[config.mk]
export PLATFORM = sky130hd
export DESIGN_NAME = mem_access_unit
export DESIGN_NICKNAME = d
export VERILOG_FILES = /design/src/rtl/mem_access_unit_pkg.sv /design/src/rtl/mem_access_unit_wait_counter.sv /design/src/rtl/mem_access_unit.sv
export SDC_FILE = /design/constraint.sdc
export NUM_CORES = 1
export LEC_CHECK = 0
export ABC_AREA = 1
export CAP_MARGIN = 20
export CORE_UTILIZATION = 43
export CTS_CLUSTER_DIAMETER = 50
export DETAILED_ROUTE_END_ITERATION = 7
export MAX_ROUTING_LAYER = met4
export PLACE_DENSITY_LB_ADDON = 0.3
export SLEW_MARGIN = 0
export SYNTH_ARGS = -nofsm -noshare
export SYNTH_HDL_FRONTEND = slang
export SYNTH_SLANG_ARGS = --single-unit
[constraint.sdc]
create_clock -name clk -period 2.5 [get_ports clk]
set_clock_uncertainty 0.15 [all_clocks]
set_input_delay 0.25 -clock clk [delete_from_list [all_inputs] [get_ports clk]]
set_output_delay 0.25 -clock clk [all_outputs]
set_load 0.1 [all_outputs]
[src/rtl/mem_access_unit_pkg.sv]
// Shared definitions for the memory access stage: word width, default timeout
// and the access state encoding.
package mem_access_unit_pkg;

  localparam int MAU_WORD_SIZE   = 16;
  localparam int DEFAULT_TIMEOUT = 255;
  localparam int DEFAULT_CNT_W   = 8;

  typedef enum logic [1:0] {
    ST_IDLE    = 2'd0,
    ST_RD_WAIT = 2'd1,
    ST_WR_WAIT = 2'd2,
    ST_DONE    = 2'd3
  } mau_state_e;

endpackage

[src/rtl/mem_access_unit_wait_counter.sv]
// Wait-cycle counter for one memory access. It flags expiry on the cycle where
// the count would reach TIMEOUT without a handshake.
module mem_wait_counter #(
  parameter int TIMEOUT = 255,
  parameter int CNT_W   = 8
) (
  input  logic clk,
  input  logic reset,
  input  logic clear_i,
  input  logic enable_i,
  output logic expired_o
);

  localparam logic [CNT_W-1:0] LAST_CNT = CNT_W'(TIMEOUT - 1);

  logic [CNT_W-1:0] cnt_q, cnt_d;

  always_comb begin
    cnt_d = cnt_q;
    if (clear_i) begin
      cnt_d = '0;
    end else if (enable_i) begin
      cnt_d = cnt_q + 1'b1;
    end
  end

  // NOTE: state registers use non-blocking assignments only, so every flop
  // samples the values from before the edge.
  always_ff @(posedge clk or posedge reset) begin
    if (reset) begin
      cnt_q <= '0;
    end else begin
      cnt_q <= cnt_d;
    end
  end

  assign expired_o = enable_i && (cnt_q == LAST_CNT);

endmodule

[src/rtl/mem_access_unit.sv]
// Memory-side stage of the multi-cycle CPU: runs the request/ready handshake,
// owns IR and MDR, and stalls the control unit while an access is in flight.
module mem_access_unit
  import mem_access_unit_pkg::*;
#(
  parameter int WORD_SIZE = MAU_WORD_SIZE,
  parameter int TIMEOUT   = DEFAULT_TIMEOUT,
  parameter int CNT_W     = DEFAULT_CNT_W
) (
  input  logic                 clk,
  input  logic                 reset,
  input  logic [WORD_SIZE-1:0] pc,
  input  logic [WORD_SIZE-1:0] alu_out,
  input  logic [WORD_SIZE-1:0] write_data,
  input  logic                 MemRead,
  input  logic                 MemWrite,
  input  logic                 IorD,
  input  logic                 IRWrite,
  output logic [WORD_SIZE-1:0] inst,
  output logic [WORD_SIZE-1:0] mdr,
  output logic                 mem_busy,
  output logic                 mem_done,
  output logic                 access_error,
  output logic [WORD_SIZE-1:0] mem_addr,
  output logic [WORD_SIZE-1:0] mem_wdata,
  output logic                 mem_read_req,
  output logic                 mem_write_req,
  input  logic [WORD_SIZE-1:0] mem_rdata,
  input  logic                 mem_ready,
  input  logic                 mem_ack
);

  mau_state_e           state_q, state_d;
  logic [WORD_SIZE-1:0] inst_q, inst_d;
  logic [WORD_SIZE-1:0] mdr_q, mdr_d;
  logic [WORD_SIZE-1:0] addr_q, addr_d;
  logic [WORD_SIZE-1:0] wdata_q, wdata_d;
  logic                 ir_sel_q, ir_sel_d;
  logic                 err_q, err_d;
  logic                 cnt_clear, cnt_en, cnt_expired;

  mem_wait_counter #(
    .TIMEOUT (TIMEOUT),
    .CNT_W   (CNT_W)
  ) u_wait_counter (
    .clk       (clk),
    .reset     (reset),
    .clear_i   (cnt_clear),
    .enable_i  (cnt_en),
    .expired_o (cnt_expired)
  );

  // NOTE: every signal written here gets a default first, so no path through
  // the case statement can infer a latch.
  always_comb begin
    state_d       = state_q;
    inst_d        = inst_q;
    mdr_d         = mdr_q;
    addr_d        = addr_q;
    wdata_d       = wdata_q;
    ir_sel_d      = ir_sel_q;
    err_d         = err_q;
    mem_busy      = 1'b0;
    mem_done      = 1'b0;
    mem_read_req  = 1'b0;
    mem_write_req = 1'b0;
    cnt_clear     = 1'b0;
    cnt_en        = 1'b0;

    unique case (state_q)
      ST_IDLE: begin
        if (MemRead && MemWrite) begin
          err_d = 1'b1;
        end else if (MemRead || MemWrite) begin
          mem_busy  = 1'b1;
          cnt_clear = 1'b1;
          addr_d    = IorD ? alu_out : pc;
          ir_sel_d  = IRWrite;
          if (MemWrite) wdata_d = write_data;
          state_d = MemRead ? ST_RD_WAIT : ST_WR_WAIT;
        end
      end

      ST_RD_WAIT: begin
        mem_busy     = 1'b1;
        mem_read_req = 1'b1;
        if (mem_ready) begin
          mdr_d = mem_rdata;
          if (ir_sel_q) inst_d = mem_rdata;
          state_d = ST_DONE;
        end else begin
          cnt_en = 1'b1;
          if (cnt_expired) begin
            err_d   = 1'b1;
            state_d = ST_DONE;
          end
        end
      end

      ST_WR_WAIT: begin
        mem_busy      = 1'b1;
        mem_write_req = 1'b1;
        if (mem_ack) begin
          state_d = ST_DONE;
        end else begin
          cnt_en = 1'b1;
          if (cnt_expired) begin
            err_d   = 1'b1;
            state_d = ST_DONE;
          end
        end
      end

      ST_DONE: begin
        mem_done = 1'b1;
        state_d  = ST_IDLE;
      end

      default: state_d = ST_IDLE;
    endcase
  end

  always_ff @(posedge clk or posedge reset) begin
    if (reset) begin
      state_q  <= ST_IDLE;
      inst_q   <= '0;
      mdr_q    <= '0;
      addr_q   <= '0;
      wdata_q  <= '0;
      ir_sel_q <= 1'b0;
      err_q    <= 1'b0;
    end else begin
      state_q  <= state_d;
      inst_q   <= inst_d;
      mdr_q    <= mdr_d;
      addr_q   <= addr_d;
      wdata_q  <= wdata_d;
      ir_sel_q <= ir_sel_d;
      err_q    <= err_d;
    end
  end

  assign inst         = inst_q;
  assign mdr          = mdr_q;
  assign mem_addr     = addr_q;
  assign mem_wdata    = wdata_q;
  assign access_error = err_q;

endmodule

* Word level (Yosys, flattened, before mapping)
Cells that the tools add are included.
** Storage, ports and cells
- Output and inout port bits :: 69
- Word-level logic and storage cells :: 57
- Bits of input ports :: 72
- Bits in registers :: 76
** Operators by class
- Add/sub/neg operators :: 1
- Multiplexer cells :: 25
- Bitwise operators :: 1
- Equality and inequality tests :: 9
- Reduce and logical (&&, ||, !) cells :: 13
** Operator list (number)
- 16-bit 2-to-1 mux :: 1
- 8-bit 2-to-1 mux :: 2
- 1-bit 2-to-1 mux :: 12
- 2-bit 2-to-1 mux :: 6
- 2-bit != test, second input constant :: 5
- 8-bit by 1-bit adder with 8-bit output, second input constant :: 1
- 8-bit == test, second input constant :: 1
- 2-bit case mux with 4 select lines :: 1
- 4-bit AND reduction :: 2
- 3-bit AND reduction :: 2
- 2-bit == test, second input constant :: 2
- 1-bit case mux with 2 select lines :: 2
- 2-bit AND reduction :: 2
- 1-bit case mux with 3 select lines :: 1
- 3-bit nonzero test :: 1
- 2-bit by 1-bit == test with 1-bit output, second input constant :: 1
- 1-bit logical AND :: 2
- 2-bit logical NOT :: 1
- 2-bit nonzero test :: 1
- 2-bit OR reduction :: 1
- 1-bit logical OR :: 1
- 1-bit NOT :: 1

* Depth between registers and ports, before layout
Gate-level depths: netlist of run 1.
- Depth after elaboration :: 6
- Mapped depth :: 10
- Gate-level depth less buffers :: 10

* Modules after synthesis
Synthesis of run 1 repeated with hierarchy kept, for this count alone.
** Second synthesis, totals
- Cells, all modules :: 393
- Area total of the unflattened synthesis :: 3540.9 µm²
** By module, submodules not included
- mem_access_unit :: cells an instance 333, instances 1, area each 3065.4 µm²
- mem_wait_counter :: cells an instance 60, instances 1, area each 475.5 µm²

* Worst setup path after synthesis of run 1
No wires, ideal clock.
- Path kind :: register to output
- Start :: reg state_q[0]
- End :: out mem_busy
- Data required time :: 2.100 ns
- Slack :: -0.359 ns
- Data arrival time :: 2.459 ns
- Buffers on the path :: 2
- Cell stages (with the launch flop) :: 9
- Cells stage by stage :: dfrtp_1 inv_1 ha_1 buf_4 nand2_4 inv_2 buf_4 nor2_1 nor2_1
** On the way
- Longest elaborated chain between the ends :: 3
** Ends and longest elaborated chain
- start: declaration :: line mem_access_unit.sv:33 : mau_state_e state_q, state_d;
- start signal: assignment :: line mem_access_unit.sv:133 : state_q <= state_d;
- 2-bit == test or 2-bit by 1-bit == test with 1-bit output (tied branches) :: line mem_access_unit.sv:70 : unique case (state_q)
- 2-bit OR reduction (no source line)
- 1-bit case mux with 2 select lines * :: line mem_access_unit.sv:70
- end: declaration :: line mem_access_unit.sv:21 : output logic mem_busy,
Mark *: on every way between the ends. The rest lies on a longest branch, timed or not.

* Worst setup path in the final report of run 1
- Start :: reg state_q[1]
- End :: out mem_busy
The elaborated chain is that of the path after synthesis.

==> flow_summary.toml, run 1 <==
[die]
die_h_um = 91.1
ios = 141
die_area_um2 = 8300
start_util_pct = 44.4
core_um2 = 7690
rows = 32
die_w_um = 91.1

[synthesis]
synthSimpleGateAreaFrac_pct = 15.3
synth_edf_count = 0
synth_most_common_cell = "nand2_1"
synthesis.nets = 449
synth_area_leaders = "dfrtp_1 (56%), nand2_1 (9.0%), a21oi_1 (5.1%)"
synth_seq_cells = 76
syn_inst = 366
ys_seq_area_share_pct = 55.7
synth_top_cell_by_area = "dfrtp_1"
synth.distinct_cells = 24
yosys.area_share.adder_pct = 4.03
synth_mux_area_share_pct = 6.37
synth_compound_area_share_pct = 11.9
synth_top_area_share_pct = 55.7
yosys_most_used_dff = "dfrtp_1"
yosys_warnings = 0
syn_area_um2 = 3420
synth_xor_area_share_pct = 0
syn_avg_cell_area_um2 = 9.33
synth_top_family_by_area = "simple AND/OR/NAND/NOR gates"
async_flop_share_pct = 100
synth_commonest_cells = "nand2_1 (82), dfrtp_1 (76), inv_1 (37)"

[routing]
viasPerCell = 4.77
wl_mm = 8.32
wl_per_cell_um = 13.5
firstDrtPassIters = 4
num_vias = 2947
met2_length_mm = 4.33
ant_nets = 0
drt-met1-wl_mm = 3.43
route.detailed.drc = 0
wl_met3_um = 429
drtIter0Drc = 134
highest_layer = "met4"

[cells_and_area]
syn2layout_area_growth_pct = 46.1
drive_gt1_share_pct = 23.1
n_antenna_cell = 0
nets = 594

[clock_tree]
clock_latency_ps = 340
clkSlewWorstSetupHoldPaths_ps = 80
cts_buffers = 9
hold_buffers = 0
clockBufferDepth = 2
cts.sinks = 76
cts_resized = 0
post_cts_buffers = 0
h-tree-depth = 3
clock-root-buffer = "clkbuf_8"
cts_tree = "done"

[sta]
tightest_slew_ps = 581
finalCriticalPeriod_ps = 2200
slew_headroom_pct = 61.2
fmax_mhz = 454
whs_ps = 135
hold_viol_final = 0
fin_crit_sh_pct = 88.0
finalSetupViolCount = 0
setup-tns-final_ps = 0
rsz0062_at_grt = "false"
finalMaxSlewViolations = 0

[grt]
grt_antenna_before_repair = 0
grt_overflow = 0
grt_start_max_net_pins = 33
grt_pass1_vias = 2921
grt_usage_pct = 21.8
grt_pass1_wl_mm = 13.8

[place]
place_congestion = 0.839
io_buffers = 140
hpwl_mm = 6.15

[worst_setup_path]
crit_chain = "inv_1 -> ha_1 -> nand2_4 -> inv_2 -> nor2_1 -> nor2_2 -> buf_12"
cp_top_family = "flip-flops"
cp_slowest_stage_delay_ps = 440
startpoint_type = "register"
worstPathRequired_ps = 2100
cp_slowest_cell = "dfrtp_1"
crit_buf_inv = 3
critical_path_class = "reg2out"
worst_setup_path_end_kind = "output port"
worstPathArrival_ps = 1800
cp_max_fo = 7

[run_status]
status = "finished, final reports clean"

[run]
maxCapViolCount = 0

[hold_path]
hold_class = "in2async"
-- logic make-up (layout without fill, tap and decap cells) --
kind of cell,Yosys count,in the layout
AOI/OAI and AO/OA,80,80
adders and majority gates,11,11
buffers and inverters,55,205
DFF,76,76
muxes,16,16
and+or+nand+nor,128,128
-- flip-flops by register name, summed over array words and instances, names as in the netlist --
register / flops
u_wait_counter.cnt_q: 8
ir_sel_q: 1
access_error: 1
mdr: 16
mem_addr: 16
inst: 16
mem_wdata: 16
state_q: 2
-- final cells by class --
cell class / instances / area [um2]
Clock buffer: 10 / 138
Clock inverter: 6 / 70.1
Fill cell: 638 / 2700
Inverter: 41 / 154
Multi-Input combinational cell: 235 / 1290
Sequential cell: 76 / 1900
Tap cell: 102 / 128
Timing Repair Buffer: 148 / 1310
-- layer usage --
metal / GRT usage [%] / vias up
li1: - / 1465
met3: 5.95 / 10
met4: 8.47 / 0
met5: - / -
met1: 25.6 / 1389
met2: 35.7 / 83
-- through the flow --
step           area, um2  util, %  setup slack, ps  instances
2_1_floorplan       3420        -             94.0        366
3_3_place_gp        4780     62.2              472        602
3_5_place_dp        4780     62.2              398        602
4_1_cts             4990     64.9              278        618
5_1_grt             4990     64.9              179        618
6_report            4990     64.9              300        618
-- layout by cell type (no fill, tap or decap), types with 2 or more instances in the layout --
cell / count
ha_1: 11
a21oi_1: 35
o21ai_1: 11
dfrtp_1: 76
clkdlybuf4s50_1: 71
mux2_2: 6
mux2_4: 10
o21ai_0: 32
nor3_1: 2
clkinv_4: 2
nand2_1: 82
nor2_2: 2
nand3_1: 7
buf_4: 75
nand4_1: 2
buf_12: 2
inv_6: 2
clkbuf_8: 10
inv_1: 36
inv_2: 5
nor2_1: 30
-- path summary, 6_finish.rpt --
check	startpoint	end	slack (ps)	depth (start not counted)
max in group asynchronous	reset	mem_addr[11]	1430	3
min in group clk	IRWrite	ir_sel_q	290	3
setup reg to reg	state_q[1]	mem_wdata[1]	530	4
hold reg to reg	inst[3]	inst[3]	340	2
setup / recovery	state_q[1]	mem_busy	300	7
hold / removal	reset	mem_wdata[9]	130	2
Power of run 1 is left out: the tool's default activity adds up to more than one toggle a clock period on the data nets, which glitch-free logic cannot reach.
==> inputs of run 2 (changes only) <==
--- a/config.mk
+++ b/config.mk
@@ -6,12 +6,11 @@
 export NUM_CORES = 1
 export LEC_CHECK = 0
 export ABC_AREA = 1
-export CAP_MARGIN = 20
 export CORE_UTILIZATION = 43
 export CTS_CLUSTER_DIAMETER = 50
 export DETAILED_ROUTE_END_ITERATION = 7
 export MAX_ROUTING_LAYER = met4
-export PLACE_DENSITY_LB_ADDON = 0.3
+export PLACE_DENSITY = 0.89
 export SLEW_MARGIN = 0
 export SYNTH_ARGS = -nofsm -noshare
 export SYNTH_HDL_FRONTEND = slang
==> flow_summary.toml, run 2 (synthesis results as in run 1) <==
[worst_setup_path]
crit_chain = "inv_1 -> ha_1 -> nand2_4 -> inv_2 -> nor2_1 -> nor2_2 -> buf_12"
cp_max_fo = 7
r2r_cells = 4
worst_setup_path_end_kind = "output port"
r2r_start = "state_q[1]"
cp_slowest_stage_delay_ps = 430
critical_path_class = "reg2out"
worstPathArrival_ps = 1810
cp_slowest_cell = "dfrtp_1"
r2r_slack_ps = 570
r2r-end = "mem_wdata[8]"
worstPathRequired_ps = 2100
startpoint_type = "register"

[cells_and_area]
layout_commonest_cell = "nand2_1"
syn2layout_area_growth_pct = 46.4
drive_gt1_share_pct = 22.8
nets = 593
nFillCells = 628
n_antenna_cell = 0
most-common-layout-cells = "nand2_1 (82), dfrtp_1 (76), buf_4 (73)"

[sta]
setup_ws_ps = 288
hold_viol_final = 0
finalCriticalPeriod_ps = 2210
rsz0062_at_grt = "false"
finalMaxSlewViolations = 0
finalSetupViolCount = 0
fin_crit_sh_pct = 88.5
slew_headroom_pct = 68.2
setup-tns-final_ps = 0
fmax_mhz = 452
tightest_slew_ps = 476

[routing]
viasPerCell = 4.86
wl_per_cell_um = 13.4
ant_nets = 0
firstDrtPassIters = 4
drtIter0Drc = 150
wl_mm = 8.28
route.detailed.drc = 0
num_vias = 2991

[run]
maxCapViolCount = 0

[run_status]
status = "finished, final reports clean"

[grt]
grt_pass1_vias = 2972
grt_overflow = 0
grt_usage_pct = 21.7
grt_pass1_wl_mm = 13.8
grt_antenna_before_repair = 0
busiest_layer = "met2"
grt.met2_usage_pct = 34.9
grt_start_max_net_pins = 50
met3_usage_pct = 6.20
grt_use_met1_pct = 26.5

[place]
pre_cts_ws_ps = 402
hpwl_mm = 6.11
io_buffers = 140
place_congestion = 0.828

[die]
core_um2 = 7690
rows = 32
die_h_um = 91.1
ios = 141
die_area_um2 = 8300
die_w_um = 91.1
start_util_pct = 44.4

[clock_tree]
post_cts_buffers = 0
cts_resized = 0
clockBufferDepth = 2
h-tree-depth = 3
clkSlewWorstSetupHoldPaths_ps = 80
clock_latency_ps = 340
cts_tree = "done"
hold_buffers = 0
cts.sinks = 76
clock-root-buffer = "clkbuf_8"
cts_buffers = 9

[hold_path]
hold_class = "in2async"
[run 2: final cells by class]
class | count | area [um2] | share of cell area, %
timing repair buffer | 147 | 1320 | 26.4
clock buffer | 9 | 124 | 2.48
tap | 102 | 128 | 2.55
sequential | 76 | 1900 | 38.0
clock inverter | 6 | 90.1 | 1.80
multi-input combinational | 235 | 1290 | 25.7
inverter | 41 | 154 | 3.08
[run 2: worst max path at each step]
stage | slack (ps) | cells past startpoint | start | to
after floorplan | 90 | 8 | state_q[1] | inst[0]
after global placement | 500 | 8 | MemRead | mem_busy
after detailed placement | 400 | 7 | MemRead | u_wait_counter.cnt_q[6]
after CTS | 260 | 7 | state_q[0] | mem_busy
after global routing | 130 | 7 | state_q[0] | mem_busy
final | 290 | 7 | state_q[1] | mem_busy
[run 2: worst max-delay path, delay by kind of cell, from the launching register on]
family,cells,cell delay [ps]
adder cells (fa/ha/maj),1,380
buffers and inverters,3,400
flip-flops,1,430
AND/OR/NAND/NOR,3,260
[run 2: stage by stage]
stage	utilization [%]	cells	hold slack [ps]	instance area [um2]
after floorplan	-	366	210	3420
after global placement	62.3	601	319	4790
after detailed placement	62.3	601	325	4790
after CTS	65.1	616	124	5000
after global routing	65.1	616	141	5000
final	65.1	616	145	5000
[run 2: metal layers]
layer | up-vias | part of all wire [%] | wire [um]
met3 | 14 | 6.2 | 516
met4 | 0 | 1.6 | 131
met5 | - | 0 | 0
met2 | 106 | 49 | 4020
li1 | 1464 | - | -
met1 | 1407 | 44 | 3610
Power of run 2 is left out for the same reason.
==> RTL edit 1, RTL diff (flow settings as in run 2) <==
Put one more register stage on the output `access_error`, without a reset. The value now appears one clock later. The other outputs are not delayed to match.
--- a/src/rtl/mem_access_unit.sv
+++ b/src/rtl/mem_access_unit.sv
@@ -145,5 +145,7 @@
   assign mem_addr     = addr_q;
   assign mem_wdata    = wdata_q;
-  assign access_error = err_q;
+  always_ff @(posedge clk) begin
+    access_error <= err_q;
+  end
 
 endmodule
Check against the original RTL: not equivalent (Yosys sat finds a counterexample within 4 cycles, from zero or initial values and one cycle with reset high).
==> RTL edit 1 against run 2 <==
  * Final area fell by 0.35%
  * Area after synthesis increased by 0.59%
  * Global-route usage down 1.1 points
  * Wire length down 2.6%
  * Synthesized cell count is 0.27% higher
  * Worst setup slack better by 0.0022 ns
  * Sequential cell count is 1 higher
  * Die area increased by 0.58%
  * Largest cell class unchanged
Power is not shown: default switching activity piles up to over one toggle a cycle in this logic, so the estimate is an artifact.
==> RTL edit 1: results (changes against run 2) <==
met2 global-route usage 34.6% (-0.33 points); placed insts 602 (+0.17%); Seq/Total Area, Yosys 55.9% (+0.26 points); GRT Total Usage 20.6% (-1.1 points); syn nets 450 (+0.22%); HPWL after DPL 5.98 mm (-2.1%); status completed; port bufs 140 (unchanged); Routability Congestion 0.838 (+1.2%); WL met3 391 microns (-24%); dpl ws 0.431 ns (+0.0292 ns); vias 2929 (-2.1%); Routed wire per std cell 13.0 microns (-2.9%); worst-skew pair later-pin latency 0.32 ns (-0.02 ns); Routed WL 8.06 mm (-2.6%); met1 Use GR 25.4% (-1.2 points); cell count after synthesis 367 (+0.27%); post-CTS sizing 0 (unchanged); largest net degree at the start of global routing 46 (-8.0%); fin nets 594 (+0.17%); met3 Usage GRT 4.19% (-2.0 points); async set-reset flop share out of synthesis 98.7% (-1.3 points); DP Area 4780 sq um (-0.10%); synth top area cells dfrtp_1, nand2_1, a21oi_1, o21ai_0, mux2_4; clock slew at reported path FFs 0.08 ns (about the same); crit-path max cell delay 0.45 ns (+0.02 ns); Unique masters post-synth 25 (+4.2%); initial drt markers 96 (-36%); first-pass GRT wire length 13.3 mm (-3.5%); relative slew slack 62.8% (-5.4 points); Layout fillers 633 (+0.80%); layout cell share with drive strength beyond 1 22.7% (-0.088 points); post-layout util 64.5% (-0.56 points); met1 WL 3.66 mm (+1.5%)
## RTL edit 1: changes by cell type after synthesis, sizes merged
cell / delta
dfxtp: +1
## RTL edit 1: worst paths after layout
kind / to / slack, ns
max: mem_busy / 0.29
min: mem_wdata[3] / 0.17
max reg2reg: mem_wdata[6] / 0.56
min reg2reg: access_error / 0.22
max in group asynchronous: mem_addr[1] / 1.57
min in group clk: access_error / 0.22
## RTL edit 1: cell type report
class / count / share of cell area [%]
flip-flops and latches: 77 / 38.6
repair buffers: 147 / 26.0
multi-input cells: 235 / 25.8
inverters: 41 / 3.09
clock buffers: 11 / 2.84
well taps: 102 / 2.56
clock inverters: 5 / 1.20
## RTL edit 1: logic make-up (layout without fill, tap and decap cells)
kind of cell	count (synthesis)	count (layout)	share of synthesized area, %
simple gates	128	128	15.2
compound gates	80	80	11.8
flops	77	77	55.9
buf+inv	55	204	6.70
mux	16	16	6.34
fa+ha+maj	11	11	4.01
==> RTL edit 2, RTL diff (flow settings as in run 2) <==
Without the edit above. Set the package constant `DEFAULT_CNT_W` to 6 (it was 8).
--- a/src/rtl/mem_access_unit_pkg.sv
+++ b/src/rtl/mem_access_unit_pkg.sv
@@ -5,5 +5,5 @@
   localparam int MAU_WORD_SIZE   = 16;
   localparam int DEFAULT_TIMEOUT = 255;
-  localparam int DEFAULT_CNT_W   = 8;
+  localparam int DEFAULT_CNT_W   = 6;
 
   typedef enum logic [1:0] {
Formal check against the unedited RTL: same outputs for any inputs over 4 cycles, from zero or initial values and one cycle with reset high; that may be too few to reach the edited logic, so the function may still have changed.
==> RTL edit 2 against run 2 <==
  * Maximum frequency decreased by 1.1%
  * Worst setup slack worse by 0.024 ns
  * Final area decreased by 2.4%
  * Area after synthesis down 3.6%
  * Utilization is 1.5 points higher
  * Die area is 3.5% lower
  * Wire length is 5.6% higher
  * Sequential cell count shrank 2
  * Global-route usage increased by 1.2 points
  * Largest cell class unchanged
  * Count of clock-buffer cells in the layout increased by 2
  * Via count fell by 3.4%
Power is left out: the tool's default activity adds up to more than one toggle a clock period on the data nets, which glitch-free logic cannot reach.
==> RTL edit 2: results (changes against run 2) <==
most instantiated cells after synthesis dfrtp_1, nand2_1, a21oi_1; worst flop-to-flop path startpoint state_q[1]; WL met3 556 microns (+7.8%); met2 global-route usage 38.2% (+3.3 points); initial drt markers 118 (-21%); r2r worst-path depth 6 (+2); first-pass GRT wire length 13.2 mm (-4.5%); vias per inst 4.93 (+1.5%); end of the worst register-to-register path mdr[5]; layout cell share with drive strength beyond 1 24.4% (+1.7 points); Crit Path Max Fanout 6 (-1); vias in the first global route 2880 (-3.1%); status completed; Setup crit end mem_busy; synth top area cells dfrtp_1, nand2_1, a21oi_1, o21ai_0, ha_1; Routability Congestion 0.868 (+4.8%); met1 Use GR 26.2% (-0.32 points); crit-path max cell delay 0.46 ns (+0.03 ns); Unique masters post-synth 28 (+17%); Slew @ Worst Pin 0.543 ns (+0.0671 ns); GRT Total Usage 22.9% (+1.2 points); met1 WL 3.48 mm (-3.5%); met3 Usage GRT 6.56% (+0.36 points); Layout fillers 538 (-14%); Seq/Total Area, Yosys 56.3% (+0.57 points); WP data arrival 1.84 ns (+0.03 ns); HPWL after DPL 6.32 mm (+3.5%); Top Layer Used met4; DR WL met2 4.51 mm (+12%); Routed wire per std cell 14.9 microns (+11%)
==> RTL edit 2: area by class of cell <==
type	instances	share of cell area [%]
clock inverters	5	1.77
flip-flops and latches	74	37.9
repair buffers	147	26.8
inverters	36	2.77
clock buffers	11	2.90
multi-input cells	214	25.3
well taps	99	2.54
==> RTL edit 2: through the flow <==
stage               instance area [sq um]  utilization [%]  hold WS, ns  std cells  setup slack, ns
finish                               4880             66.6        0.115        586            0.264
global route                         4880             66.6        0.151        586            0.165
CTS                                  4880             66.6        0.129        586            0.271
detailed placement                   4650             63.5        0.305        570            0.449
global placement                     4650             63.5        0.310        570            0.500
floorplan                            3290                -        0.210        338           0.0936
==> RTL edit 2: cells by family after synthesis <==
group,count (synthesis),synth area share [%]
compound gates,77,12.1
simple gates,109,14.3
fa+ha+maj,12,4.56
buf+inv,50,6.23
mux,16,6.61
flops,74,56.3
